===== src/rtl/uart_tx_fifo.sv =====
// Buffered UART transmitter: valid/ready write port into a FIFO, serialised
// as start, LSB-first data, optional parity and 1-2 stop bits, paced by baud_tick.
module uart_tx_fifo #(
  parameter int unsigned DATA_BITS   = 8,
  parameter int unsigned FIFO_DEPTH  = 16,
  parameter int unsigned SAMPLE_RATE = 16,
  parameter int unsigned PARITY_EN   = 0,
  parameter int unsigned PARITY_ODD  = 0,
  parameter int unsigned STOP_BITS   = 1
) (
  input  logic                          clk,
  input  logic                          rst,
  input  logic                          baud_tick,
  input  logic                          wr_valid,
  input  logic [DATA_BITS-1:0]          wr_data,
  output logic                          wr_ready,
  output logic [$clog2(FIFO_DEPTH):0]   fifo_count,
  output logic                          tx,
  output logic                          tx_busy,
  output logic                          tx_done
);

  localparam int unsigned AW = $clog2(FIFO_DEPTH);
  localparam int unsigned CW = AW + 1;
  localparam int unsigned TW = (SAMPLE_RATE > 1) ? $clog2(SAMPLE_RATE) : 1;
  localparam int unsigned BW = (DATA_BITS > 1) ? $clog2(DATA_BITS) : 1;

  localparam logic [2:0] S_IDLE   = 3'd0;
  localparam logic [2:0] S_START  = 3'd1;
  localparam logic [2:0] S_DATA   = 3'd2;
  localparam logic [2:0] S_PARITY = 3'd3;
  localparam logic [2:0] S_STOP   = 3'd4;

  logic [DATA_BITS-1:0] r_mem [FIFO_DEPTH];
  logic [AW-1:0]        r_wr_ptr;
  logic [AW-1:0]        r_rd_ptr;
  logic [CW-1:0]        r_count;

  logic [2:0]           r_state;
  logic [TW-1:0]        r_tick;
  logic [BW-1:0]        r_bit;
  logic                 r_stop;
  logic [DATA_BITS-1:0] r_shift;
  logic                 r_par;
  logic                 r_tx;
  logic                 r_busy;
  logic                 r_done;

  logic [2:0]           w_state_nxt;
  logic [TW-1:0]        w_tick_nxt;
  logic [BW-1:0]        w_bit_nxt;
  logic                 w_stop_nxt;
  logic [DATA_BITS-1:0] w_shift_nxt;
  logic                 w_par_nxt;
  logic                 w_tx_nxt;
  logic                 w_busy_nxt;
  logic                 w_done_nxt;

  logic                 w_wr;
  logic                 w_pop;
  logic                 w_bit_end;

  assign wr_ready   = (r_count != CW'(FIFO_DEPTH));
  assign fifo_count = r_count;
  assign tx         = r_tx;
  assign tx_busy    = r_busy;
  assign tx_done    = r_done;

  assign w_wr      = wr_valid && wr_ready && !rst;
  assign w_pop     = (r_state == S_IDLE) && (r_count != '0);
  assign w_bit_end = baud_tick && (r_tick == TW'(SAMPLE_RATE - 1));

  // Storage array carries no reset; validity is tracked by the pointers.
  always_ff @(posedge clk) begin
    if (w_wr) begin
      r_mem[r_wr_ptr] <= wr_data;
    end
  end

  always_ff @(posedge clk) begin
    if (rst) begin
      r_wr_ptr <= '0;
      r_rd_ptr <= '0;
      r_count  <= '0;
    end else begin
      if (w_wr) begin
        r_wr_ptr <= r_wr_ptr + AW'(1);
      end
      if (w_pop) begin
        r_rd_ptr <= r_rd_ptr + AW'(1);
      end
      case ({w_wr, w_pop})
        2'b10:   r_count <= r_count + CW'(1);
        2'b01:   r_count <= r_count - CW'(1);
        default: r_count <= r_count;
      endcase
    end
  end

  always_ff @(posedge clk) begin
    if (rst) begin
      r_state <= S_IDLE;
      r_tick  <= '0;
      r_bit   <= '0;
      r_stop  <= 1'b0;
      r_shift <= '0;
      r_par   <= 1'b0;
      r_tx    <= 1'b1;
      r_busy  <= 1'b0;
      r_done  <= 1'b0;
    end else begin
      r_state <= w_state_nxt;
      r_tick  <= w_tick_nxt;
      r_bit   <= w_bit_nxt;
      r_stop  <= w_stop_nxt;
      r_shift <= w_shift_nxt;
      r_par   <= w_par_nxt;
      r_tx    <= w_tx_nxt;
      r_busy  <= w_busy_nxt;
      r_done  <= w_done_nxt;
    end
  end

  // Next-state logic; tx is computed one clock ahead so the line is registered.
  always_comb begin
    w_state_nxt = r_state;
    w_tick_nxt  = r_tick;
    w_bit_nxt   = r_bit;
    w_stop_nxt  = r_stop;
    w_shift_nxt = r_shift;
    w_par_nxt   = r_par;
    w_tx_nxt    = r_tx;
    w_busy_nxt  = r_busy;
    w_done_nxt  = 1'b0;

    if (baud_tick) begin
      w_tick_nxt = w_bit_end ? '0 : r_tick + TW'(1);
    end

    case (r_state)
      S_IDLE: begin
        if (w_pop) begin
          w_state_nxt = S_START;
          w_tick_nxt  = '0;
          w_shift_nxt = r_mem[r_rd_ptr];
          w_par_nxt   = (^r_mem[r_rd_ptr]) ^ 1'(PARITY_ODD);
          w_tx_nxt    = 1'b0;
          w_busy_nxt  = 1'b1;
        end
      end
      S_START: begin
        if (w_bit_end) begin
          w_state_nxt = S_DATA;
          w_bit_nxt   = '0;
          w_tx_nxt    = r_shift[0];
        end
      end
      S_DATA: begin
        if (w_bit_end) begin
          if (r_bit == BW'(DATA_BITS - 1)) begin
            if (PARITY_EN != 0) begin
              w_state_nxt = S_PARITY;
              w_tx_nxt    = r_par;
            end else begin
              w_state_nxt = S_STOP;
              w_stop_nxt  = 1'b0;
              w_tx_nxt    = 1'b1;
            end
          end else begin
            w_shift_nxt = r_shift >> 1;
            w_bit_nxt   = r_bit + BW'(1);
            w_tx_nxt    = r_shift[1];
          end
        end
      end
      S_PARITY: begin
        if (w_bit_end) begin
          w_state_nxt = S_STOP;
          w_stop_nxt  = 1'b0;
          w_tx_nxt    = 1'b1;
        end
      end
      S_STOP: begin
        if (w_bit_end) begin
          if (r_stop == 1'(STOP_BITS - 1)) begin
            w_state_nxt = S_IDLE;
            w_done_nxt  = 1'b1;
            w_busy_nxt  = 1'b0;
          end else begin
            w_stop_nxt = r_stop + 1'b1;
          end
        end
      end
      default: begin
        w_state_nxt = S_IDLE;
        w_tx_nxt    = 1'b1;
        w_busy_nxt  = 1'b0;
      end
    endcase
  end

endmodule


===== config.mk =====
export PLATFORM = sky130hd
export DESIGN_NAME = uart_tx_fifo
export DESIGN_NICKNAME = d
export VERILOG_FILES = /design/src/rtl/uart_tx_fifo.sv
export SDC_FILE = /design/constraint.sdc
export NUM_CORES = 1
export LEC_CHECK = 0
export ABC_AREA = 1
export ABC_CLOCK_PERIOD_IN_PS = 2950
export CORE_MARGIN = 2
export CORE_UTILIZATION = 60
export DETAILED_ROUTE_END_ITERATION = 8
export MAX_ROUTING_LAYER = met4
export PLACE_DENSITY = 0.78
export SLEW_MARGIN = 20
export SYNTH_ARGS = -nofsm -noshare
export SYNTH_HDL_FRONTEND = slang
export SYNTH_SLANG_ARGS = --single-unit

===== constraint.sdc =====
create_clock -name clk -period 2.95 [get_ports clk]
set_clock_uncertainty 0.2 [all_clocks]
set_input_delay 0.4425 -clock clk [delete_from_list [all_inputs] [get_ports clk]]
set_output_delay 0.4425 -clock clk [all_outputs]
set_load 0.05 [all_outputs]

# Word-level counts from Yosys, hierarchy flattened

Memory sizes are Yosys's and may differ from the RTL's. A register that Yosys moved wholly into a read port is not among the register bits.
Cells that the tools add are included.

Add/sub/neg operators: 7
Equal/unequal tests: 17
Multiplexer cells: 42
Bitwise operators: 3
Reduce and logical (&&, ||, !) cells: 19

Operators with widths:

| operator                                         | number |
|---|---|
| two-way mux 3 bit                                | 10 |
| two-way mux 4 bit                                | 6 |
| two-way mux 8 bit                                | 3 |
| two-way mux 1 bit                                | 16 |
| != test 2 bit, second input constant             | 8 |
| one-hot mux 8 bit (2 select lines)               | 1 |
| one-hot mux 3 bit (5 select lines)               | 1 |
| adder 4 x 1 -> 4 bit, second input constant      | 3 |
| AND reduction 4 bit                              | 3 |
| one-hot mux 5 bit (2 select lines)               | 1 |
| AND reduction 5 bit                              | 2 |
| AND reduction 7 bit                              | 1 |
| == test 3 x 2 -> 1 bit, second input constant    | 2 |
| == test 3 bit, second input constant             | 2 |
| one-hot mux 1 bit (3 select lines)               | 2 |
| one-hot mux 3 bit (2 select lines)               | 1 |
| nonzero test 2 bit                               | 3 |
| OR reduction 3 bit                               | 2 |
| adder 5 x 1 -> 5 bit, second input constant      | 1 |
| != test 5 bit, second input constant             | 1 |
| one-hot mux 1 bit (5 select lines)               | 1 |
| nonzero test 5 bit                               | 1 |
| subtractor 5 x 1 -> 5 bit, second input constant | 1 |
| == test 4 bit, second input constant             | 1 |
| 10 further kinds                                 | 15 |

Flip-flop bits (word level): 35
Memory bits (writable): 128
Input port bits: 12
Memories: 1

Memories:

| memory | words | width | read ports | clocked after memory_dff | wr ports | line | text |
|---|---|---|---|---|---|---|---|
| r_mem  | 16    | 8     | 1          | 1                        | 1        | 34   | `logic [DATA_BITS-1:0] r_mem [FIFO_DEPTH];` |

# Depth between registers and ports, before layout

Gate-level depths: netlist (run 1).

Word-level depth: 6
Mapped depth: 14

# Least setup slack after synthesis (run 1)

No wires, ideal clock.

Path kind: reg-to-reg
Start: register r_count[2], in the netlist fifo_count[2]
End: register r_count[4], in the netlist fifo_count[4]
Setup time: 0.132 ns
Arrival: 2.948 ns
Data required time: 2.618 ns
Slack: -0.330 ns
Cell stages (with the launch flop): 15
Buffers on the path: 0
Cells stage by stage: dfxtp_1 -> inv_1 -> nand4_1 -> nand2_1 -> nor2_2 -> inv_1 -> ha_1 -> xor2_1 -> ha_1 -> a21o_1 -> nand3_1 -> nand2_1 -> xor2_1 -> nand2_1 -> a21oi_1

Word-level cells in the longest chain between the ends: 5

Ends and longest elaborated chain:

| item                                                                            | line | text |
|---|---|---|
| start, declared                                                                 | 37   | `logic [CW-1:0] r_count;` |
| start signal, assigned                                                          | 93   | `2'b10: r_count <= r_count + CW'(1);` |
| start signal, assigned                                                          | 94   | `2'b01: r_count <= r_count - CW'(1);` |
| start signal, assigned                                                          | 95   | `default: r_count <= r_count;` |
| != test 5 bit *                                                                 | 63   | `assign wr_ready = (r_count != CW'(FIFO_DEPTH));` |
| net wr_ready                                                                    | 16   | `output logic wr_ready,` |
| logical AND 1 bit * (2 in a row)                                                | 69   | `assign w_wr = wr_valid && wr_ready && !rst;` |
| == test 2 x 1 -> 1 bit / == test 2 bit (equally long branches)                  | 92   | `case ({w_wr, w_pop})` |
| one-hot mux 5 bit (2 select lines) / nonzero test 2 bit (equally long branches) | -    |  |

Mark *: on every way through the listed nets, which the timed path passes. The rest lies on a longest branch.
A chain may end at the register's enable or synchronous reset.

# Worst setup path after layout (run 1)

Start: register r_state[0]
End: register r_count[4], in the netlist fifo_count[4]

Word-level cells in the longest chain between the ends: 4

Ends and longest elaborated chain:

| item                                                                            | line | text |
|---|---|---|
| start, declared                                                                 | 39   | `logic [2:0] r_state;` |
| start signal, assigned                                                          | 112  | `r_state <= w_state_nxt;` |
| logical NOT 3 bit *                                                             | 70   | `assign w_pop = (r_state == S_IDLE) && (r_count != '0);` |
| logical AND 1 bit *                                                             | 70   |  |
| net w_pop                                                                       | 60   | `logic w_pop;` |
| == test 2 x 1 -> 1 bit / == test 2 bit (equally long branches)                  | 92   |  |
| one-hot mux 5 bit (2 select lines) / nonzero test 2 bit (equally long branches) | -    |  |

Marked as above.

==> impl_summary.md, run 1 <==
Detailed routing
For this run, design rule violations remaining after detail routing come to 0. The post-route antenna net violation count is 0. The ratio of routed vias to standard cells is between 5 and 6. The met3 routed wirelength is 1270 µm. In the final routed layout, each cell accounts on average for 16.6 µm. In this run, the number of DRC markers left after iteration 0 of detailed routing was 443. The first TritonRoute pass finished after 7 iterations. After detailed routing, no signal wire sits above met4. The wire length on met2 is just under 8000 µm.

The detailed router put a total of 6100 µm of wire on met1. The routed wire length is approximately 16000 µm. The via count is 5240.

Logic synthesis
The warning count from the yosys run is 0. The number of cells produced by synthesis is 749. After synthesis, the mean cell area works out to 9.73 µm². Counting flops with a built-in enable in the synthesized netlist gives 128. The sequential share of the synthesized area is 0.632.

The post-synthesis cell type count is 36. The predominant post-synthesis flop cell is sky130_fd_sc_hd__edfxtp_1. The share of the synthesized area in the top cell type is 0.528. For this run, asynchronously set or reset flops after synthesis account for 0. The cell type contributing the most total cell area after synthesis is sky130_fd_sc_hd__edfxtp_1. Ranked by total cell area, the synthesized netlist is headed by sky130_fd_sc_hd__edfxtp_1, sky130_fd_sc_hd__nand2_1, sky130_fd_sc_hd__dfxtp_1. The post-synthesis instance area is around 7300 µm². The synthesized netlist net count is 773. The synthesis-stage register bit count is about 170.

Critical path
The count of cells along the worst register-to-register path is 14. The worst setup path is launched from a register. The end of the worst register-to-register path is fifo_count[4]$_SDFFE_PP0P_. STA classifies the critical path endpoint as a register. The arrival time of the worst setup path is 2.84 ns. The class of the most critical setup path is reg -> reg. The register-to-register path setup slack is 0.26 ns. The worst reg2reg path startpoint is r_state[0]$_SDFFE_PP0P_. The maximum fanout along the worst path is 8. The data required time at the worst endpoint is 3.10 ns.

Timing
The number of setup violations in the final report is 0. The fmax is 371 MHz. The worst slew margin relative to its limit is 0.510.

The final-report hold violation count is 0. Setup repair after global routing left no endpoint under its margin. The routed design could run at a clock period as short as roughly 2.7 ns. Summed over all failing endpoints, the final setup total negative slack is 0 ns. The count of pins over their slew limit was 0. The transition time at the pin with the least slew margin is 0.733 ns.

Of the available clock period, the critical path in the final layout requires 0.913.

Run status
The run finished with clean final reports.

Final layout
The finished cells cover 8290 µm². The total of fill cells in the finished design is 861. The number of nets in the layout is 804. The area growth from synthesis to layout is 13.8%.

The share of post-route cells with drive strength above 1 is 0.101. The number of inserted diodes is 0.

Floorplanning
For this configuration, the core starts out at a cell density of 0.612. The count of standard-cell rows is 40. The width of the chip is 114 µm. In this run the standard cell core region covers 11900 µm². The number of ports placed on the die boundary is 21.

The die covers 13000 µm². The floorplan step set the die height to 114 µm.

Pwr
Of the total power, the share spent switching nets is 0.353. The portion of total power attributed to combinational logic is 0.300. The total power density per cell area is 857 nW/µm². The static power due to leakage is 3.45 nW. The proportion of power drawn by the clock network is 0.311. The internal power is about 4.6 mW. Across the VDD grid, the largest voltage drop is 0.484 mV. The power spent charging and discharging nets is 2.51 mW. Of the total power, registers draw 0.390.

Placed design
The routability congestion estimate is a little under 0.9. The final HPWL from detailed placement is 9840 µm. The standard cell area after detailed placement is approximately 7700 µm². The count of buffers inserted at the top-level ports is 20.

Clocking
The maximum number of buffers from clock root to sink is 2. The CTS tree is done. The TritonCTS buffer count is 17.

The clock drives 166 sinks. Clock-pin slew was measured on the worst setup and hold paths at about 0.06 ns. The source-to-sink clock delay at the later pin of the worst-skew pair is 0.43 ns. The H-tree generated during clock tree synthesis spans 4 levels. The master cell of the clock root buffer is sky130_fd_sc_hd__clkbuf_16. Buffers inserted to repair hold after CTS numbered 0.

Global route
The global-route usage over all layers is 0.259. The wire length of the first global-routing pass is 24500 µm. Entering global routing, the biggest net connects 68 pins.

The via count of the first global-routing pass is 5002. The number of antenna violations at the first check in global routing is 0. The overall overflow remaining after global route is 0.

Worst hold path
The worst hold path begins at tx_busy$_SDFFE_PP0P_. The worst min-delay path endpoint is tx_busy$_SDFFE_PP0P_. In this run the worst hold path is classified as reg -> reg. Counting instances, the worst hold path has a depth of 2.

Job
The tool flagged a number of max-cap violations equal to 0.
## stage by stage
step | util | cells | hold WS, ns | total power, mW | setup slack (ns)
finish | 0.696 | 940 | 0.272 | 7.11 | 0.258
global route | 0.696 | 940 | 0.296 | 7.50 | 0.00778
CTS | 0.696 | 940 | 0.273 | 7.10 | 0.186
detailed placement | 0.646 | 908 | 0.264 | 4.90 | 0.201
global placement | 0.646 | 908 | 0.253 | 4.80 | 0.348
floorplan | - | 749 | 0.240 | 4.43 | 0.0165
## worst max-delay path, stage by stage, from the launching register on
cell and delay (ns):
sky130_fd_sc_hd__dfxtp_1 0.34, sky130_fd_sc_hd__nor2_2 0.22, sky130_fd_sc_hd__nand2_2 0.10, sky130_fd_sc_hd__inv_1 0.07, sky130_fd_sc_hd__nand2_1 0.11, sky130_fd_sc_hd__inv_1 0.22, sky130_fd_sc_hd__ha_2 0.30, sky130_fd_sc_hd__xor2_1 0.22
sky130_fd_sc_hd__ha_1 0.20, sky130_fd_sc_hd__a21o_1 0.12, sky130_fd_sc_hd__nand3_1 0.08, sky130_fd_sc_hd__nand2_1 0.09, sky130_fd_sc_hd__xor2_1 0.14, sky130_fd_sc_hd__nand2_1 0.06, sky130_fd_sc_hd__a21oi_1 0.14
## cells by family (layout without fill, tap and decap cells)
kind of cell	count (synthesis)	in the layout	share of synthesized area
flip-flops	166	166	0.632
XOR/XNOR	7	7	0.00842
buffers and inverters	123	167	0.0704
AO/OA/AOI/OAI	52	52	0.0398
adder cells (fa/ha/maj)	12	12	0.0206
AND/OR/NAND/NOR	389	389	0.229
## power by group through the flow
stage          clock network (mW)  logic (mW)  registers, mW
2_1_floorplan                   0        1.52           2.91
3_3_place_gp                    0        2.00           2.80
3_5_place_dp                    0        2.08           2.81
4_1_cts                      2.22        2.11           2.77
5_1_grt                      2.34        2.37           2.79
6_report                     2.21        2.13           2.77
## worst max path at each step
stage / slack, ns / endpoint / cells after the start / startpoint
2_1_floorplan: 0.02 / fifo_count[4]$_SDFFE_PP0P_ / 14 / fifo_count[1]$_SDFFE_PP0P_
3_3_place_gp: 0.35 / fifo_count[4]$_SDFFE_PP0P_ / 13 / wr_valid
5_1_grt: 0.008 / fifo_count[4]$_SDFFE_PP0P_ / 14 / r_state[0]$_SDFFE_PP0P_
4_1_cts: 0.19 / fifo_count[4]$_SDFFE_PP0P_ / 14 / r_state[0]$_SDFFE_PP0P_
3_5_place_dp: 0.20 / fifo_count[4]$_SDFFE_PP0P_ / 13 / wr_valid
6_report: 0.26 / fifo_count[4]$_SDFFE_PP0P_ / 14 / r_state[0]$_SDFFE_PP0P_
## layout make-up
| type | instances | area (µm²) | area share |
|---|---|---|---|
| flip-flops and latches | 166 | 4620 | 0.557 |
| multi-input cells | 460 | 2180 | 0.263 |
| clock buffers | 17 | 425 | 0.0513 |
| repair buffers | 42 | 365 | 0.0441 |
| inverters | 93 | 350 | 0.0423 |
| well taps | 147 | 184 | 0.0222 |
| clock inverters | 15 | 169 | 0.0204 |
## synthesized netlist by cell type, drive strengths merged, types with 2 or more instances
| cell type | number |
|---|---|
| buf | 21 |
| dfxtp | 38 |
| nand2 | 219 |
| a211oi | 2 |
| nand3 | 100 |
| o21ai | 17 |
| inv | 91 |
| nor2 | 59 |
| nand4 | 3 |
| a21oi | 27 |
| clkbuf | 9 |
| o211ai | 3 |
| clkinv | 2 |
| nor3 | 4 |
| ha | 12 |
| xor2 | 7 |
| edfxtp | 128 |
## per-layer routing
layer / track usage / up-vias
met5: - / -
met1: 0.321 / 2461
met4: 0.0959 / 0
met2: 0.423 / 216
li1: - / 2527
met3: 0.0561 / 36
## flip-flops by register name, summed over array words and instances, names as in the netlist, named ones only
| register | flops |
|---|---|
| fifo_count | 5 |
| r_bit | 3 |
| r_mem | 128 |
| r_rd_ptr | 4 |
| r_shift | 8 |
| r_state | 3 |
| r_tick | 4 |
| r_wr_ptr | 4 |
| tx | 1 |
| tx_busy | 1 |
| tx_done | 1 |
## cell usage in the layout, fill, tap and decap left out, drive strengths merged, types with 7 or more instances in the layout
cell type | Yosys | routed
nand2 | 219 | 219
edfxtp | 128 | 128
nand3 | 100 | 100
inv | 91 | 98
nor2 | 59 | 59
dfxtp | 38 | 38
a21oi | 27 | 27
buf | 21 | 22
clkdlybuf4s50 | 0 | 20
o21ai | 17 | 17
clkbuf | 9 | 17
ha | 12 | 12
xor2 | 7 | 7
## repair_timing
action	4_1_cts	5_1_grt
buffers inserted	0	0
gates resized for setup	0	1
endpoints found under the setup margin	0	1
Note: power is estimated with default switching activity, not from simulation.
==> run 2: changes to the inputs <==
--- a/config.mk
+++ b/config.mk
@@ -10,6 +10,6 @@
 export CORE_MARGIN = 2
-export CORE_UTILIZATION = 60
+export CORE_UTILIZATION = 40
 export DETAILED_ROUTE_END_ITERATION = 8
 export MAX_ROUTING_LAYER = met4
-export PLACE_DENSITY = 0.78
+export PLACE_DENSITY = 0.56
 export SLEW_MARGIN = 20
==> constraint.sdc (replaced) <==
create_clock -name clk -period 2.95 [get_ports clk]
set_clock_uncertainty 0.2 [all_clocks]
set_input_delay 0.885 -clock clk [delete_from_list [all_inputs] [get_ports clk]]
set_output_delay 0.885 -clock clk [all_outputs]
set_load 0.05 [all_outputs]
==> impl_summary.md, run 2 (synthesized netlist as in run 1, its figures left out) <==
Run status
The run finished with clean final reports.

Job
The count of max-cap constraint violations is 0 (unchanged).

Timing
The transition time at the pin with the least slew margin is 0.700 ns (-0.0329 ns). The final clock period utilization by the worst path is 0.918 (+0.00594). The worst slew margin relative to its limit is 0.532 (+0.0220). The minimum clock period after layout is 2.71 ns (+0.0175 ns). The number of setup violations in the final report is 0 (unchanged). The fmax is 369 MHz (-0.65%). The final-report hold violation count is 0 (unchanged). Setup repair after global routing left no endpoint under its margin. The count of pins over their slew limit is 0 (unchanged).

Final layout
The number of inserted diodes is 0 (unchanged). The number of flip-flops in the largest register is 128 (unchanged). The multi-input logic area came to 2180 µm² (-0.11%).

The storage element area is 4620 µm² (unchanged). r_mem holds more flip-flops than any other register. Leaving out fill and tap cells, the most frequent cell in the layout is sky130_fd_sc_hd__nand2_1.

The final design area excluding fillers came to 8450 µm² (+1.9%). The share of post-route cells with drive strength above 1 is 0.107 (+0.00635). In the layout the commonest cells are sky130_fd_sc_hd__nand2_1, sky130_fd_sc_hd__edfxtp_1, sky130_fd_sc_hd__nand3_1. Relative to the synthesized area, the layout overhead comes to 16.0%. The number of nets in the layout is 813 (+1.1%).

The non-filler instance count after layout was 1031 (+9.7%). The total of fill cells in the finished design came to 1655 (+92%).

Critical path
The worst register-to-register path ends at fifo_count[4]$_SDFFE_PP0P_. The startpoint identified for the worst register-to-register timing path is r_state[0]$_SDFFE_PP0P_. The startpoint type of the worst setup path is a register. The slowest stage of the critical path is the sky130_fd_sc_hd__clkdlybuf4s50_1 cell. The maximum cell stage delay along the critical path is 0.82 ns (+0.48 ns). The setup path with the least slack is of type reg -> out. The data required time at the worst endpoint is 1.87 ns (-1.23 ns). The maximum fanout along the worst path is 4 (-4). The count of cells along the worst register-to-register path is 14 (unchanged). The combined buffer and inverter count along the critical path was 1 (-1).

The arrival time of the worst setup path is 1.62 ns (-1.22 ns). The worst setup path is captured at a primary output. The cell family contributing the most delay on the critical path is buffers and inverters. The register-to-register path setup slack is 0.42 ns (+0.16 ns).

Traced cell by cell, the critical path runs through clkdlybuf4s50_1.

Worst hold path
The launch point of the worst hold path is r_shift[2]$_SDFFE_PP0P_. The count of cells along the worst hold path is 2 (unchanged). The worst hold path terminates at r_shift[2]$_SDFFE_PP0P_. The type of the most critical hold path is reg -> reg.

Global route
The global-route usage over all layers is 0.182 (-0.0767). The number of antenna violations at the first check in global routing was 0 (unchanged). The wire length of the first global-routing pass is 26300 µm (+7.3%). The overall overflow remaining after global route is 0 (unchanged). The pin count of the biggest net entering global routing is 68 (unchanged). The via count of the first global-routing pass is 4960 (-0.84%).

Placed design
The count of buffers inserted at the top-level ports is 20 (unchanged). The total instance count after detailed placement is 999 (+10%). The standard cell area after detailed placement is 7890 µm² (+2.5%). The final HPWL from detailed placement was 10200 µm (+3.9%).

The routability congestion estimate is 0.838 (-5.0%).

Floorplanning
The die extent in y was 139 µm (+22%). The area of the die is 19300 µm² (+48%). The floorplan core area is 17900 µm² (+50%). The width of the chip came to 139 µm (+22%). The count of standard-cell rows was 49 (+23%). The number of ports placed on the die boundary was 21 (unchanged). The starting density of the core is 0.407 (-0.205).

Detailed routing
The ratio of routed vias to standard cells is 4.90 (-12%). The routed wire length was 16500 µm (+5.8%). The detailed-router iteration count before antenna repair came to 5 (-2). The via count is 5047 (-3.7%). The DRC violations left is 0 (unchanged). The number of design-rule violations left by the first detailed-router iteration is 329 (-26%). The post-route antenna net violation count was 0 (unchanged). The per-cell routed wire length is 16.0 µm (-3.5%).

Clocking
The maximum number of buffers from clock root to sink is 2 (unchanged). The deepest level of the CTS H-tree is 4 (unchanged). The TritonCTS buffer count was 17 (unchanged). The buffer count from post-CTS setup fixing is 0 (unchanged). The source-to-sink clock delay at the later pin of the worst-skew pair was 0.43 ns (about the same). Clock tree synthesis selected as its root buffer the cell sky130_fd_sc_hd__clkbuf_16. The CTS tree is done. The total clock sinks came to 166 (unchanged). The clock-pin slew on the worst setup and hold paths is 0.06 ns (about the same).

Pwr
The static power due to leakage is 3.50 nW (+1.5%). The worst IR drop on VDD is 0.690 mV (+43%). The total power density per cell area came to 843 nW/µm² (-1.6%).
==> run 2: cell types whose count changed in the layout (fill, tap and decap cells not counted), sizes merged <==
cell	change
clkinvlp	-3
buf	+9
inv	-7
dlygate4sd2	+1
clkinv	+10
clkdlybuf4s50	-1
==> run 2: worst max-delay path by stage <==
stage                                       to  slack [ns]  cells past startpoint                  startpoint
floorplan           fifo_count[4]$_SDFFE_PP0P_        0.02                     14  fifo_count[1]$_SDFFE_PP0P_
global placement    fifo_count[4]$_SDFFE_PP0P_       -0.03                     13                    wr_valid
detailed placement  fifo_count[4]$_SDFFE_PP0P_       -0.13                     13                    wr_valid
CTS                              fifo_count[1]        0.23                      1  fifo_count[1]$_SDFFE_PP0P_
global route        fifo_count[4]$_SDFFE_PP0P_        0.12                     13                    wr_valid
finish                           fifo_count[2]        0.24                      1  fifo_count[2]$_SDFFE_PP0P_
==> run 2: routing by layer <==
layer	wire length, µm	GRT usage	vias to the layer above
met5	0	-	-
met3	682	0.0373	22
li1	-	-	2540
met1	7690	0.237	2369
met4	328	0.0702	0
met2	7800	0.283	116
==> run 2: metrics by stage <==
stage | util | setup slack [ns] | power (mW) | setup TNS [ns] | hold slack, ns
2_1_floorplan | - | 0.0165 | 4.43 | 0 | 0.240
3_3_place_gp | 0.441 | -0.0293 | 5.02 | -0.0293 | 0.254
3_5_place_dp | 0.441 | -0.132 | 5.07 | -0.174 | 0.256
4_1_cts | 0.472 | 0.227 | 7.18 | 0 | 0.266
5_1_grt | 0.472 | 0.121 | 7.58 | 0 | 0.282
6_report | 0.472 | 0.240 | 7.13 | 0 | 0.269
==> run 2: cell type report <==
type / instances / share of cell area
clock buffers: 17 / 0.0503
clock inverters: 15 / 0.0164
inverters: 93 / 0.0414
multi-input cells: 460 / 0.257
flip-flops and latches: 166 / 0.546
well taps: 229 / 0.0339
repair buffers: 51 / 0.0540
==> run 2: power breakdown <==
| part | switching [mW] | total [mW] | internal (mW) |
|---|---|---|---|
| Clock | 0.875 | 2.11 | 1.23 |
| Sequential | 0.109 | 2.78 | 2.67 |
| Combinational | 1.49 | 2.25 | 0.755 |
==> run 2: what timing repair did <==
| item | CTS | global route |
|---|---|---|
| hold buffers | 0 | 0 |
| resized for setup | 1 | 0 |
| setup endpoints to repair | 1 | 0 |
==> run 3: changes to the inputs <==
- CORE_UTILIZATION: 40 -> 35
- PLACE_DENSITY: 0.56 -> 0.5
==> impl_summary.md, run 3 (synthesized netlist as in run 1, its figures left out) <==
Run status
The run finished with clean final reports.

Pwr
The total power density per cell area is 851 nW/µm² (+0.93%). The total design power is 7.25 mW (+1.7%). The static power due to leakage is 3.51 nW (+0.16%). The worst IR drop on VDD is 0.511 mV (-26%).

Clocking
The number of gates resized after cts is 0 (-1). In this run the clock root is driven by a sky130_fd_sc_hd__clkbuf_16. The post-cts hold buffer count is 0 (unchanged).

The maximum number of buffers from clock root to sink was 2 (unchanged). The clock-pin slew on the worst setup and hold paths came to 0.07 ns (about the same). The source-to-sink clock delay at the later pin of the worst-skew pair is 0.43 ns (about the same). The CTS tree is done.

The deepest level of the CTS H-tree is 4 (unchanged). The total clock sinks came to 166 (unchanged). The TritonCTS buffer count was 17 (unchanged). The buffer count from post-CTS setup fixing was 0 (unchanged).

Critical path
The slowest stage of the critical path belongs to the cell sky130_fd_sc_hd__clkdlybuf4s50_1. The combined buffer and inverter count along the critical path is 1 (unchanged). The critical path endpoint category is a primary output.

The maximum cell stage delay along the critical path came to 0.81 ns (about the same). The number of cells on the critical path is 1 (unchanged). The signal on the critical path passes through clkdlybuf4s50_1. The data required time at the worst endpoint was 1.87 ns (about the same).

The class of the most critical setup path is reg -> out. The gate family responsible for the most delay along the worst path is buffers and inverters. The maximum fanout along the worst path is 6 (+2).

The startpoint type of the worst setup path is a register. The arrival time of the worst setup path is 1.62 ns (about the same). The count of cells along the worst register-to-register path is 14 (unchanged).

Timing
The fmax was 370 MHz (+0.18%). The worst slew margin relative to its limit is 0.475 (-0.0563). The count of pins over their slew limit is 0 (unchanged).

Setup repair after global routing left no endpoint under its margin. The setup slack of the critical path after layout is 0.245 ns (+0.00482 ns). The final clock period utilization by the worst path is 0.917 (-0.00163). The setup total negative slack is 0 ns (unchanged). The number of setup violations in the final report is 0 (unchanged). The final-report hold violation count was 0 (unchanged). The minimum clock period after layout is 2.70 ns (-0.00482 ns).

The transition time at the pin with the least slew margin was 0.787 ns (+0.0867 ns).

Detailed routing
The post-route antenna net violation count came to 0 (unchanged). The detailed-router iteration count before antenna repair was 5 (unchanged). The routed wire length is 16800 µm (+1.9%). The via count is 5053 (+0.12%). The ratio of routed vias to standard cells is 4.72 (-3.5%). The per-cell routed wire length came to 15.7 µm (-1.8%). The number of design-rule violations left by the first detailed-router iteration is 344 (+4.6%).

The DRC violations left is 0 (unchanged).

Worst hold path
The type of the most critical hold path is reg -> reg. The count of cells along the worst hold path is 2 (unchanged).

Placed design
The pre-CTS setup slack was -0.124 ns (+0.00789 ns). The final HPWL from detailed placement is 10800 µm (+5.4%). The total instance count after detailed placement is 1038 (+3.9%). The count of buffers inserted at the top-level ports was 20 (unchanged). The routability congestion estimate is 0.777 (-7.3%). The standard cell area after detailed placement came to 7910 µm² (+0.30%).

Floorplanning
The count of standard-cell rows was 52 (+6.1%). The area of the die is 22000 µm² (+14%). The number of ports placed on the die boundary is 21 (unchanged). The floorplan core area was 20400 µm² (+14%). The die extent in y is 148 µm (+6.7%).

The starting density of the core is 0.358 (-0.0492). The width of the chip is 148 µm (+6.7%).

Final layout
The number of flip-flops in the largest register is 128 (unchanged). The multi-input logic area is 2180 µm² (unchanged). The total of fill cells in the finished design is 1963 (+19%). The most flop-heavy register is r_mem. The final design area excluding fillers is 8520 µm² (+0.74%). The number of nets in the layout is 811 (-0.25%). The share of post-route cells with drive strength above 1 is 0.109 (+0.00152). The storage element area came to 4620 µm² (unchanged). The number of inserted diodes came to 0 (unchanged). In the layout the commonest cells are sky130_fd_sc_hd__nand2_1, sky130_fd_sc_hd__edfxtp_1, sky130_fd_sc_hd__nand3_1. Leaving out fill and tap cells, the most frequent cell in the layout is sky130_fd_sc_hd__nand2_1.

The non-filler instance count after layout is 1070 (+3.8%). The area growth from synthesis to layout is 16.9%.

Global route
The number of antenna violations at the first check in global routing was 0 (unchanged). The global-route usage over all layers is 0.166 (-0.0167). The overall overflow remaining after global route is 0 (unchanged). The pin count of the biggest net entering global routing was 68 (unchanged). The wire length of the first global-routing pass is 26900 µm (+2.1%). The via count of the first global-routing pass is 4825 (-2.7%).

Job
The count of max-cap constraint violations is 0 (unchanged).
-- run 3: cell types whose count changed in the layout (fill, tap and decap cells not counted), moves of 2 or more --
cell                       previous run  this run
sky130_fd_sc_hd__clkinv_2             6         2
sky130_fd_sc_hd__clkinv_1             4         1
sky130_fd_sc_hd__inv_6                0         7
sky130_fd_sc_hd__clkinv_4             4         2
-- run 3: final cells by class --
cell class,count,share of cell area
clock inverters,14,0.0188
clock buffers,18,0.0516
inverters,93,0.0411
repair buffers,49,0.0508
multi-input cells,460,0.256
well taps,270,0.0397
flip-flops and latches,166,0.542
-- run 3: worst paths after layout --
path                                                 start                         end  slack, ns
worst max register to register     r_state[0]$_SDFFE_PP0P_  fifo_count[4]$_SDFFE_PP0P_       0.43
worst max-delay path            fifo_count[1]$_SDFFE_PP0P_               fifo_count[1]       0.25
worst min register to register     r_shift[3]$_SDFFE_PP0P_     r_shift[3]$_SDFFE_PP0P_       0.27
worst min-delay path               r_shift[3]$_SDFFE_PP0P_     r_shift[3]$_SDFFE_PP0P_       0.27
-- run 3: power by group --
part           internal [mW]  switching (mW)  total (mW)
clock                   1.29           0.960        2.25
combinational          0.720            1.51        2.23
sequential              2.67           0.102        2.77
total                   4.68            2.57        7.25
-- run 3: routing by layer --
| metal | global-route usage | vias to the layer above | part of all wire | wire, µm |
|---|---|---|---|---|
| li1 | - | 2531 | - | - |
| met1 | 0.229 | 2430 | 0.49 | 8210 |
| met2 | 0.254 | 82 | 0.47 | 7940 |
| met3 | 0.0255 | 10 | 0.031 | 516 |
| met4 | 0.0486 | 0 | 0.0086 | 144 |
| met5 | - | - | 0 | 0 |
-- run 3: per-stage QoR --
step,utilization,hold WS [ns]
after floorplan,-,0.240
after global placement,0.389,0.253
after detailed placement,0.389,0.266
after CTS,0.418,0.275
after global routing,0.418,0.297
final,0.418,0.271
-- run 3: worst min-delay path: cells and delay by family, from the launching register on --
family / cells / cell delay, ns
flip-flops: 1 / 0.31
AND/OR/NAND/NOR: 1 / 0.06
AO/OA/AOI/OAI: 1 / 0.05
